===== config.mk =====
export PLATFORM = sky130hd
export DESIGN_NAME = ram_port_ctrl
export DESIGN_NICKNAME = d
export VERILOG_FILES = /design/src/rtl/ram_port_pkg.sv /design/src/rtl/ram_rsp_fifo.sv /design/src/rtl/ram_port_ctrl.sv
export SDC_FILE = /design/constraint.sdc
export NUM_CORES = 1
export LEC_CHECK = 0
export CAP_MARGIN = 20
export CORE_AREA = 2 2 230 232
export CTS_BUF_LIST = sky130_fd_sc_hd__clkbuf_4
export DETAILED_ROUTE_END_ITERATION = 12
export DIE_AREA = 0 0 232 234
export MAX_ROUTING_LAYER = met4
export PLACE_DENSITY = 0.52
export SLEW_MARGIN = 20
export SYNTH_ARGS = -nofsm -noshare
export SYNTH_HDL_FRONTEND = slang
export SYNTH_SLANG_ARGS = --single-unit

===== constraint.sdc =====
create_clock -name clk -period 3.9 [get_ports clk]
set_input_delay 0.78 -clock clk [delete_from_list [all_inputs] [get_ports clk]]
set_output_delay 0.78 -clock clk [all_outputs]
set_load 0.005 [all_outputs]

===== src/rtl/ram_port_pkg.sv =====
// Shared constants and the round-robin pick helper for the RAM port controller.
package ram_port_pkg;
    localparam int NPORT      = 4;
    localparam int RSP_DEPTH  = 2;
    localparam int DEF_ADDR_W = 10;
    localparam int DEF_DATA_W = 32;
    localparam int DEF_MASK_W = 4;
    localparam int PTR_W      = $clog2(NPORT);
    localparam int OCC_W      = $clog2(RSP_DEPTH + 1);

    typedef struct packed {
        logic             hit;
        logic [PTR_W-1:0] idx;
    } rr_grant_t;

    // First requester at or after ptr, wrapping; NPORT is a power of two.
    function automatic rr_grant_t rr_pick(input logic [NPORT-1:0] req,
                                          input logic [PTR_W-1:0] ptr);
        rr_grant_t        g;
        logic [PTR_W-1:0] idx;
        g = '0;
        for (int i = 0; i < NPORT; i++) begin
            idx = ptr + PTR_W'(i);
            if (!g.hit && req[idx]) begin
                g.hit = 1'b1;
                g.idx = idx;
            end
        end
        return g;
    endfunction
endpackage


===== src/rtl/ram_rsp_fifo.sv =====
// Two-entry read response buffer with valid/ready on both sides and occupancy out.
module ram_rsp_fifo
    import ram_port_pkg::*;
#(
    parameter int DATA_W = DEF_DATA_W
) (
    input  logic              clk,
    input  logic              reset,
    input  logic              push_valid,
    output logic              push_ready,
    input  logic [DATA_W-1:0] push_data,
    output logic              pop_valid,
    input  logic              pop_ready,
    output logic [DATA_W-1:0] pop_data,
    output logic [OCC_W-1:0]  occupancy
);
    localparam int FP_W = $clog2(RSP_DEPTH);

    logic [RSP_DEPTH-1:0][DATA_W-1:0] mem;
    logic [FP_W-1:0]                  wr_ptr;
    logic [FP_W-1:0]                  rd_ptr;
    logic                             do_push;
    logic                             do_pop;

    assign push_ready = (occupancy != OCC_W'(RSP_DEPTH));
    assign pop_valid  = (occupancy != '0);
    assign pop_data   = mem[rd_ptr];
    assign do_push    = push_valid & push_ready;
    assign do_pop     = pop_valid & pop_ready;

    always_ff @(posedge clk) begin
        if (reset) begin
            mem       <= '0;
            wr_ptr    <= '0;
            rd_ptr    <= '0;
            occupancy <= '0;
        end else begin
            if (do_push) begin
                mem[wr_ptr] <= push_data;
                wr_ptr      <= wr_ptr + FP_W'(1);
            end
            if (do_pop)
                rd_ptr <= rd_ptr + FP_W'(1);
            case ({do_push, do_pop})
                2'b10:   occupancy <= occupancy + OCC_W'(1);
                2'b01:   occupancy <= occupancy - OCC_W'(1);
                default: ;
            endcase
        end
    end
endmodule


===== src/rtl/ram_port_ctrl.sv =====
// Shares one RAM write port between four round-robin requesters and fronts four
// registered RAM read ports with credit-controlled, in-order response buffers.
module ram_port_ctrl
    import ram_port_pkg::*;
#(
    parameter int ADDR_W = DEF_ADDR_W,
    parameter int DATA_W = DEF_DATA_W,
    parameter int MASK_W = DEF_MASK_W
) (
    input  logic                           clk,
    input  logic                           reset,
    input  logic [NPORT-1:0]               r_req_valid,
    output logic [NPORT-1:0]               r_req_ready,
    input  logic [NPORT-1:0][ADDR_W-1:0]   r_req_addr,
    output logic [NPORT-1:0]               r_rsp_valid,
    input  logic [NPORT-1:0]               r_rsp_ready,
    output logic [NPORT-1:0][DATA_W-1:0]   r_rsp_data,
    input  logic [NPORT-1:0]               w_req_valid,
    output logic [NPORT-1:0]               w_req_ready,
    input  logic [NPORT-1:0][ADDR_W-1:0]   w_req_addr,
    input  logic [NPORT-1:0][DATA_W-1:0]   w_req_data,
    input  logic [NPORT-1:0][MASK_W-1:0]   w_req_mask,
    output logic                           ram_wr_en,
    output logic [MASK_W-1:0]              ram_wr_mask,
    output logic [ADDR_W-1:0]              ram_wr_addr,
    output logic [DATA_W-1:0]              ram_wr_data,
    output logic [NPORT-1:0]               ram_rd_en,
    output logic [NPORT-1:0][ADDR_W-1:0]   ram_rd_addr,
    input  logic [NPORT-1:0][DATA_W-1:0]   ram_rd_data
);
    logic [PTR_W-1:0] wr_ptr;
    rr_grant_t        gnt;

    always_comb gnt = rr_pick(w_req_valid, wr_ptr);

    always_ff @(posedge clk) begin
        if (reset)
            wr_ptr <= '0;
        else if (gnt.hit)
            wr_ptr <= gnt.idx + PTR_W'(1);
    end

    always_comb begin
        w_req_ready = '0;
        if (!reset && gnt.hit)
            w_req_ready[gnt.idx] = 1'b1;
    end

    assign ram_wr_en   = !reset && (|w_req_valid);
    assign ram_wr_addr = w_req_addr[gnt.idx];
    assign ram_wr_data = w_req_data[gnt.idx];
    assign ram_wr_mask = w_req_mask[gnt.idx];

    for (genvar j = 0; j < NPORT; j++) begin : g_ch
        logic             inflight;
        logic             hazard;
        logic             pop;
        logic             push_ready;
        logic [OCC_W-1:0] occ;
        logic [OCC_W-1:0] used;

        // A same-cycle write to this address must land before the read samples the RAM.
        assign hazard = ram_wr_en && (ram_wr_addr == r_req_addr[j]);
        assign pop    = r_rsp_valid[j] & r_rsp_ready[j];
        // The slot freed by this cycle's pop counts as credit so reads can issue every cycle.
        assign used   = occ + OCC_W'(inflight) - OCC_W'(pop);

        assign r_req_ready[j] = !reset && !hazard && (used < OCC_W'(RSP_DEPTH));
        assign ram_rd_en[j]   = r_req_valid[j] & r_req_ready[j];
        assign ram_rd_addr[j] = r_req_addr[j];

        always_ff @(posedge clk) begin
            if (reset)
                inflight <= 1'b0;
            else
                inflight <= ram_rd_en[j];
        end

        ram_rsp_fifo #(.DATA_W(DATA_W)) u_fifo (
            .clk        (clk),
            .reset      (reset),
            .push_valid (inflight & push_ready),
            .push_ready (push_ready),
            .push_data  (ram_rd_data[j]),
            .pop_valid  (r_rsp_valid[j]),
            .pop_ready  (r_rsp_ready[j]),
            .pop_data   (r_rsp_data[j]),
            .occupancy  (occ)
        );
    end
endmodule

==> reports/summary.txt, run 1 <==
CP startpoint kind = flop
crit-path max FO = 5
site row count = 84
Crit path depth = 13
full die area = 0.0543 mm²
DR DRC count = 0
setup violators final = 8
Longest Clk Path Bufs = 3
CTS Hold Bufs = 0
crit-path cells = mux2i_2 > o2bb2ai_2 > nor2_4 > buf_6 > mux4_2 > buf_6 > xor2_1 > nor4_2 > buf_4 > a311oi_2 > buf_4 > and2_4 > buf_6
Final Cycle Share = 111%
Final Hold Vio Count = 0
Placed Area = 0.0210 mm²
failing checks = setup timing
Hold/Removal Path Class = flop to flop
reg2reg start = wr_ptr[1]
initial antenna violation count = 7
R2R Path End = g_ch[3].inflight
Synth async-reset ratio = 0%
CTS Root Cell = clkbuf_4
Primary FF master, synth = dfxtp_1
WP buf/inv = 5
WHS = 450 ps
IO buf count = 596
worst path required time = 3120 ps
GRT Overall Usage = 23.7%
FILL cells = 5,265
placer congestion estimate = 1.07
initial DRC count = 708
most frequent cells in the layout = nand2_1 (678), clkdlybuf4s50_1 (537), dfxtp_1 (276), a21oi_1 (267), mux2_2 (129)
post-synthesis sequential area ratio = 39.4%
Setup CP Type = flop to output pin
Final Worst Setup Slack = -429 ps
dpl hpwl = 48.8 mm
layout cell share with drive strength beyond 1 = 18.0%
Post-Layout Inst Area = 0.0226 mm²
synthesized cell area = 0.0141 mm²
Detail Route Antenna Nets = 0
effective utilization at floorplan = 27.1%
I/O pin cnt = 597
Max stage delay on crit path = 560 ps
CTS HTree Levels = 3
Leak Pwr = 8.63 nW
Worst Tran Pin Value = 926 ps
Cell variety after synth = 55
Max Slew Vio Count = 0
largest net degree at the start of global routing = 76
global-route wire length before repair = 93.8 mm
PwrDens = 472 mW/mm²
Core ar. = 0.0520 mm²
RSZ-0062 raised after global routing = true
via count = 15,500
First-pass DRT Iterations = 5
DR WL/cell = 20.1 µm
minimum clock period = 4330 ps
CTS Buf Count = 80
Overflow after GRT = 0
chip width = 232 µm
most frequent CP cell = buf_6
slowest stage cell, crit path = mux4_2
Setup crit end = ram_rd_en[3]
worst slack, placed = -1050 ps
EDFF count, synth = 0
clk_lat worst skew = 810 ps
CP top delay family = multiplexers
Yosys reg bits = 278
layout net count = 2,879
Final Skew = 59.4 ps
Reg2Reg Setup Slack = 1090 ps
max_cap viols = 0
Via density = 4.76
die height = 234 µm
commonest non-fill, non-tap cell in the layout = nand2_1
slew margin rel. = 38.1%
crit path DAT = 3550 ps
Max IR drop VDD = 223 µV
Setup crit end kind = output pin
Post-Route WL = 65.3 mm
status = finished with violations
Peak Freq = 231 MHz
final total power = 10.7 mW
Clock Sink Count = 278
final core utilization = 43.5%
Critical Path Start = wr_ptr[1]
Net Count, Synth = 2,245
Syn Inst Count = 1,867
CTS tree = built
Clock transition at path regs = 60 ps
cells on worst reg2reg path = 12
syn avg cell area = 7.56 µm²
Layout area overhead = 60.2%
Yosys Warn Count = 0
vias in the first global route = 15,900
worst min path at each step:
| stage | from | to | slack (ps) | cells after the start |
|---|---|---|---|---|
| detailed placement | g_ch[1].u_fifo.mem[14] | g_ch[1].u_fifo.mem[14] | 440 | 2 |
| finish | g_ch[2].u_fifo.mem[39] | g_ch[2].u_fifo.mem[39] | 450 | 2 |
| CTS | ram_rd_data[35] | g_ch[1].u_fifo.mem[3] | 440 | 3 |
| floorplan | g_ch[0].u_fifo.mem[32] | g_ch[0].u_fifo.mem[32] | 430 | 2 |
| global placement | g_ch[1].u_fifo.mem[47] | g_ch[1].u_fifo.mem[47] | 440 | 2 |
| global route | g_ch[2].u_fifo.mem[22] | g_ch[2].u_fifo.mem[22] | 460 | 2 |
report_power, final:
group          total (mW)  internal, mW  switching [mW]
Combinational        4.54          2.30            2.23
Sequential           3.38          3.17           0.211
Clock                2.76          1.50            1.26
cell families (layout without fill, tap and decap cells):
kind of cell / Yosys count / in the layout / share of synthesized area [%]
other: 0 / 8 / 0
DFF: 278 / 278 / 39.4
buffers and inverters: 201 / 888 / 6.68
AOI/OAI and AO/OA: 368 / 369 / 14.3
muxes: 137 / 137 / 11.3
adders and majority gates: 12 / 12 / 1.06
xor gates and xnor gates: 47 / 47 / 2.97
and+or+nand+nor: 824 / 824 / 24.2
metal layers:
layer | global-route usage, % | wire [µm] | vias up
li1 | - | - | 7518
met1 | 24.8 | 25000 | 7365
met2 | 43.2 | 34600 | 481
met3 | 5.34 | 3580 | 95
met4 | 9.27 | 2070 | 0
met5 | - | 0 | -
timing repair:
item	4_1_cts	5_1_grt
setup endpoints to repair	56	10
resized for setup	158	23
cloned	4	0
buffers inserted	17	2
pin swaps	18	9
registers in the layout (all words and copies together) (netlist names):
signal and count:
g_ch.u_fifo.occupancy 8, g_ch.inflight 4, g_ch.u_fifo.mem 256, g_ch.u_fifo.wr_ptr 4
g_ch.u_fifo.rd_ptr 4, wr_ptr 2
synthesized netlist by cell type (22+ instances only):
master    instances  share of area, %
nand3_1          22              0.78
a31oi_1          43               1.9
mux2_2          129                10
inv_1            26              0.69
dfxtp_1         278                39
nand2_1         678                18
a21oi_1         268               9.5
xor2_1           26               1.6
and3_1           38               1.7
nor2_1           22              0.58
clkbuf_1        102               2.7
buf_4            44               2.3
tightest hold or removal path: stages (launching register included):
cell and delay [ps]:
dfxtp_1 310, nand2_1 50, a21oi_1 50
through the flow:
| step | std cells | setup TNS [ps] |
|---|---|---|
| 6_report | 3251 | -2620 |
| 5_1_grt | 3251 | -3830 |
| 2_1_floorplan | 1867 | 0 |
| 3_5_place_dp | 3086 | -37060 |
| 3_3_place_gp | 3086 | -34050 |
| 4_1_cts | 3242 | -3330 |
cell type report:
cell class	instances	area (µm²)	area share, %
repair buffers	725	7080	31.3
clock buffers	117	878	3.88
multi-input cells	1389	7980	35.3
inverters	27	104	0.459
well taps	688	861	3.80
clock inverters	19	139	0.614
diodes	8	20.0	0.0885
flip-flops and latches	278	5570	24.6
Note: power is estimated with default switching activity, not from simulation.
==> run 2, diff against run 1 <==
Settings changed: CTS_CLUSTER_SIZE from default to 28.
==> results of run 2 <==
The final DEF is identical to that of run 1; final timing and power are the same.
